`src/rtl/seq_multiplier.sv`:
```
// seq_multiplier: iterative shift-add WIDTH x WIDTH multiplier retiring one multiplier bit per clock.
// Signed operation (magnitude capture + final negate) is built only when SEQ_MULT_SIGNED_EN is defined.
module seq_multiplier #(
    parameter int WIDTH = 32,
    parameter int CW    = $clog2(WIDTH)
) (
    input  logic               clk,
    input  logic               reset,
    input  logic               in_valid,
    output logic               in_ready,
    input  logic [WIDTH-1:0]   opA,
    input  logic [WIDTH-1:0]   opB,
    input  logic               is_signed,
    output logic               out_valid,
    input  logic               out_ready,
    output logic [2*WIDTH-1:0] res
);
    localparam int PW = 2 * WIDTH;

    typedef enum logic [1:0] {IDLE = 2'd0, RUN = 2'd1, DONE = 2'd2} state_t;

    state_t           state;
    state_t           state_nxt;
    logic [CW-1:0]    cnt;
    logic [PW-1:0]    acc;
    logic [PW-1:0]    mcand;
    logic [WIDTH-1:0] mplier;
    logic [PW-1:0]    sum;
    logic [PW-1:0]    product;
    logic [WIDTH-1:0] a_cap;
    logic [WIDTH-1:0] b_cap;
    logic             last;

`ifdef SEQ_MULT_SIGNED_EN
    logic neg;
    logic neg_cap;

    // The most negative value maps to 2^(WIDTH-1), which still fits as an unsigned magnitude.
    function automatic logic [WIDTH-1:0] magnitude(input logic signed [WIDTH-1:0] v);
        return v[WIDTH-1] ? $unsigned(-v) : $unsigned(v);
    endfunction

    function automatic logic [PW-1:0] negate(input logic [PW-1:0] p);
        return ~p + PW'(1);
    endfunction

    assign a_cap   = is_signed ? magnitude(opA) : opA;
    assign b_cap   = is_signed ? magnitude(opB) : opB;
    assign neg_cap = is_signed & (opA[WIDTH-1] ^ opB[WIDTH-1]);
    assign product = neg ? negate(sum) : sum;
`else
    logic unused_is_signed;

    assign unused_is_signed = is_signed;
    assign a_cap            = opA;
    assign b_cap            = opB;
    assign product          = sum;
`endif

    assign sum  = acc + (mplier[0] ? mcand : '0);
    assign last = (cnt == CW'(WIDTH - 1));

    always_ff @(posedge clk or posedge reset) begin
        if (reset) begin
            state <= IDLE;
        end else begin
            state <= state_nxt;
        end
    end

    always_comb begin
        state_nxt = state;
        case (state)
            IDLE:    if (in_valid)  state_nxt = RUN;
            RUN:     if (last)      state_nxt = DONE;
            DONE:    if (out_ready) state_nxt = IDLE;
            default: state_nxt = IDLE;
        endcase
    end

    always_comb begin
        in_ready  = (state == IDLE);
        out_valid = (state == DONE);
    end

    // Capture in IDLE, one shift-add step per RUN cycle, product held untouched through DONE.
    always_ff @(posedge clk or posedge reset) begin
        if (reset) begin
            cnt    <= '0;
            acc    <= '0;
            mcand  <= '0;
            mplier <= '0;
            res    <= '0;
`ifdef SEQ_MULT_SIGNED_EN
            neg    <= 1'b0;
`endif
        end else begin
            case (state)
                IDLE: begin
                    if (in_valid) begin
                        cnt    <= '0;
                        acc    <= '0;
                        mcand  <= {{WIDTH{1'b0}}, a_cap};
                        mplier <= b_cap;
`ifdef SEQ_MULT_SIGNED_EN
                        neg    <= neg_cap;
`endif
                    end
                end
                RUN: begin
                    acc    <= sum;
                    mcand  <= mcand << 1;
                    mplier <= mplier >> 1;
                    cnt    <= cnt + CW'(1);
                    if (last) begin
                        res <= product;
                    end
                end
                default: ;
            endcase
        end
    end
endmodule

```
`config.mk`:
```
export PLATFORM = sky130hd
export DESIGN_NAME = seq_multiplier
export DESIGN_NICKNAME = d
export VERILOG_FILES = /design/src/rtl/seq_multiplier.sv
export SDC_FILE = /design/constraint.sdc
export NUM_CORES = 1
export LEC_CHECK = 0
export ABC_AREA = 1
export CAP_MARGIN = 10
export CORE_MARGIN = 2
export CORE_UTILIZATION = 29
export DETAILED_ROUTE_END_ITERATION = 10
export PLACE_DENSITY = 0.52
export RECOVER_POWER = 50
export SYNTH_ARGS = -nofsm -noshare
export SYNTH_HDL_FRONTEND = slang
export SYNTH_SLANG_ARGS = --single-unit
```
`constraint.sdc`:
```
create_clock -name clk -period 9.4 [get_ports clk]
set_input_delay 1.41 -clock clk [delete_from_list [all_inputs] [get_ports clk]]
set_output_delay 1.41 -clock clk [all_outputs]
set_load 0.01 [all_outputs]
```
==> metrics.md <==
| Metric | Value |
|---|---|
| Reg-to-reg critical path startpoint | state[0] |
| Layout filler cell count | 5,586 |
| # clock sinks | 231 |
| Area enclosed by the die boundary | 53,990 µm² |
| Max-cap violations | 5 |
| Antenna violations before repair | 0 |
| Total count of hold-check failures in the final report | 0 |
| Post-route fraction of the period consumed by the critical path | 63.09% |
| Main area contributors after synthesis | dfrtp_1, nand2_1, inv_1 |
| R2R setup slack | 3.47 ns |
| Peak supply drop | 0.1658 mV |
| Area delta synth->final | 20.17% |
| Final total negative setup slack | 0 ns |
| Worst clock skew | 0.02218 ns |
| Count of different cell masters after synthesis | 36 |
| Largest net degree at the start of global routing | 104 |
| Timing-limited maximum frequency | 168.6 MHz |
| Global-route wire length before repair | 77.64 mm |
| Run status | finished, violations left |
| Critical Setup Path Class | reg -> reg |
| Sequential fraction of the synthesis area | 38.23% |
| Number of nets still failing antenna checks after routing | 0 |
| Largest buffer count on any clock path | 3 |
| Detail-routed net length per standard cell | 15.43 µm |
| Most common cell after layout, fill and taps aside | nand2_1 |
| Slew @ Worst Pin | 4.663 ns |
| DP Wirelength | 37.57 mm |
| Destination of the worst hold path | res[34] |
| Routed wire length | 48.58 mm |
| Beginning of the worst hold path | res[34] |
| CTS tree | built |
| Commonest cells after routing, fill and taps aside | nand2_1, inv_1, dfrtp_1 |
| Warnings, synthesis | 0 |
| Mapped Area | 15,120 µm² |
| Required time worst endpoint | 9.90 ns |
| Setup crit start kind | flop |
| Initial DRC Count | 889 |
| Placement-stage cell area | 17,150 µm² |
| Cell taking the most area after synthesis | dfrtp_1 |
| Number of optimization iterations in the first detailed-route pass | 6 |
| Worst slew margin | -212.6% |
| Remaining Overflow, GRT | 0 |
| Floorplan die width | 232.4 µm |
| Starting utilization of the core area | 29.42% |
| RSZ-0062 raised after global routing | no |
| Fraction of final layout cells sized beyond drive strength 1 | 3.849% |
| Post-synthesis instance total | 2,333 |
| Post-synthesis net count | 2,468 |
| Count of antenna diodes in the layout | 0 |
| CP max FO | 39 |
| Post-route DRC violation count | 0 |
| Drt via density | 4.509 |
| Top cell type's share of synthesized area | 38.23% |
| Cells on Worst Hold Path | 2 |
| Worst endpoint data arrival time | 6.43 ns |
| Number of buffers inserted by port buffering | 133 |
| Average cell area after synthesis | 6.482 µm² |
| CTS H-tree depth | 1 |
| Area of the core | 51,410 µm² |
| Count of state elements after synthesis | 231 |
| Number of core rows | 83 |
| Count of pins on the block boundary | 135 |
| Root cell of the clock tree | clkbuf_16 |
| Total of hold buffers inserted after clock tree synthesis | 0 |
| Vias in the first global route | 13,766 |
| Leakage Power | 10.31 nW |
| Total via count in the routed design | 14,195 |
| Final setup fails | 0 |
| Class of the worst hold path | reg -> reg |
| DIE HEIGHT | 232.4 µm |
| Total number of nets in the final design | 2,580 |
| Critical path launch point | state[0] |
| Clock-pin slew reported for the worst setup and hold paths after clock tree synthesis | 0.06 ns |
| Cell count of the worst reg-to-reg path | 6 |
| Power density cells | 336.5 nW/µm² |
| Endpoint kind of the worst setup timing path | flop |
| Minimum period implied by the final worst setup slack | 5.931 ns |
| Count of buffers added by post-CTS timing repair for setup | 0 |
| Final design area excluding fillers | 18,170 µm² |
| Failing checks | capacitance limit, slew limit |
| Overall Global Routing Usage | 18.39% |
| Clock Latency Late Sink | 0.59 ns |
| Max-slew violations | 283 |
| Final estimated routing congestion in global placement | 0.9309 |
| Worst reg2reg path endpoint | res[63] |
| Cts bufs inserted | 29 |
| Tot Pwr | 6.116 mW |
| CTS-repair resized insts | 0 |
[area by class of cell]
class | instances | area [µm²] | area share (%)
multi-input cells | 1617 | 7505 | 41.30
well taps | 680 | 850.8 | 4.682
clock inverters | 14 | 220.2 | 1.212
clock buffers | 40 | 827.0 | 4.551
repair buffers | 143 | 1399 | 7.698
flip-flops and latches | 231 | 5782 | 31.82
inverters | 423 | 1589 | 8.744
[per-stage QoR]
step	util (%)	instances	hold slack, ns	worst slack, ns
6_report	35.35	3148	0.4746	3.469
5_1_grt	35.35	3148	0.4962	2.882
4_1_cts	35.41	3148	0.4853	5.548
3_5_place_dp	33.37	3094	0.4695	5.582
3_3_place_gp	33.37	3094	0.4664	5.579
2_1_floorplan	-	2333	0.4495	1.657
[where the power goes]
part	switching [mW]	internal (mW)
clock network	0.470	0.754
registers	0.282	1.45
logic	2.06	1.10
total	2.81	3.30
[worst max-delay path, cell delays in order, from the launching register on]
cell     delay [ns]
dfrtp_1        0.40
inv_1          0.06
nor2_1         1.92
nand2_1        1.28
inv_1          1.45
nand3_1        0.55
nand2_1        0.16
[state kept, by name (all words and copies together), names as in the netlist]
name and cells:
acc 64, mcand 64, res 64, mplier 32, cnt 5, state 2
[worst max-delay path by stage]
| stage | slack (ns) | endpoint |
|---|---|---|
| CTS | 5.55 | res[60] |
| global route | 2.88 | res[1] |
| finish | 3.47 | res[63] |
| detailed placement | 5.58 | res[60] |
| global placement | 5.58 | res[60] |
| floorplan | 1.66 | acc[0] |
[Yosys cell counts]
master and instances:
a21boi_2 1, a21oi_1 39, a22o_1 5, a22oi_1 6, a32o_1 1, and2_1 1
buf_1 3, buf_2 17, clkbuf_1 42, clkinv_1 3, dfrtp_1 231, fa_1 1
ha_1 65, inv_1 416, inv_2 4, nand2_1 1033, nand2_2 14, nand3_1 163
nand3_2 2, nand3b_1 7, nand4_1 9, nor2_1 111, nor2_2 8, nor3_1 10
nor3_2 3, nor3_4 1, nor4_1 3, o211ai_1 9, o21ai_0 43, o21ai_1 12
o21bai_1 1, o22ai_1 33, o31ai_1 1, or2_2 3, xnor2_1 23, xor2_1 9
[per-layer routing]
metal / part of all wire, % / wire length (µm) / global-route usage (%)
met4: 2.0 / 960 / 4.127
met5: 0 / 0 / 0
met1: 49 / 24000 / 26.79
met3: 4.6 / 2233 / 2.247
met2: 44 / 21390 / 28.92
[kinds of logic after synthesis]
kind of cell / share of synthesized area (%)
XOR/XNOR: 1.853
flip-flops: 38.23
AO/OA/AOI/OAI: 5.750
AND/OR/NAND/NOR: 36.48
adder cells (fa/ha/maj): 5.511
buffers and inverters: 12.18
(Power assumes the default switching activity.)
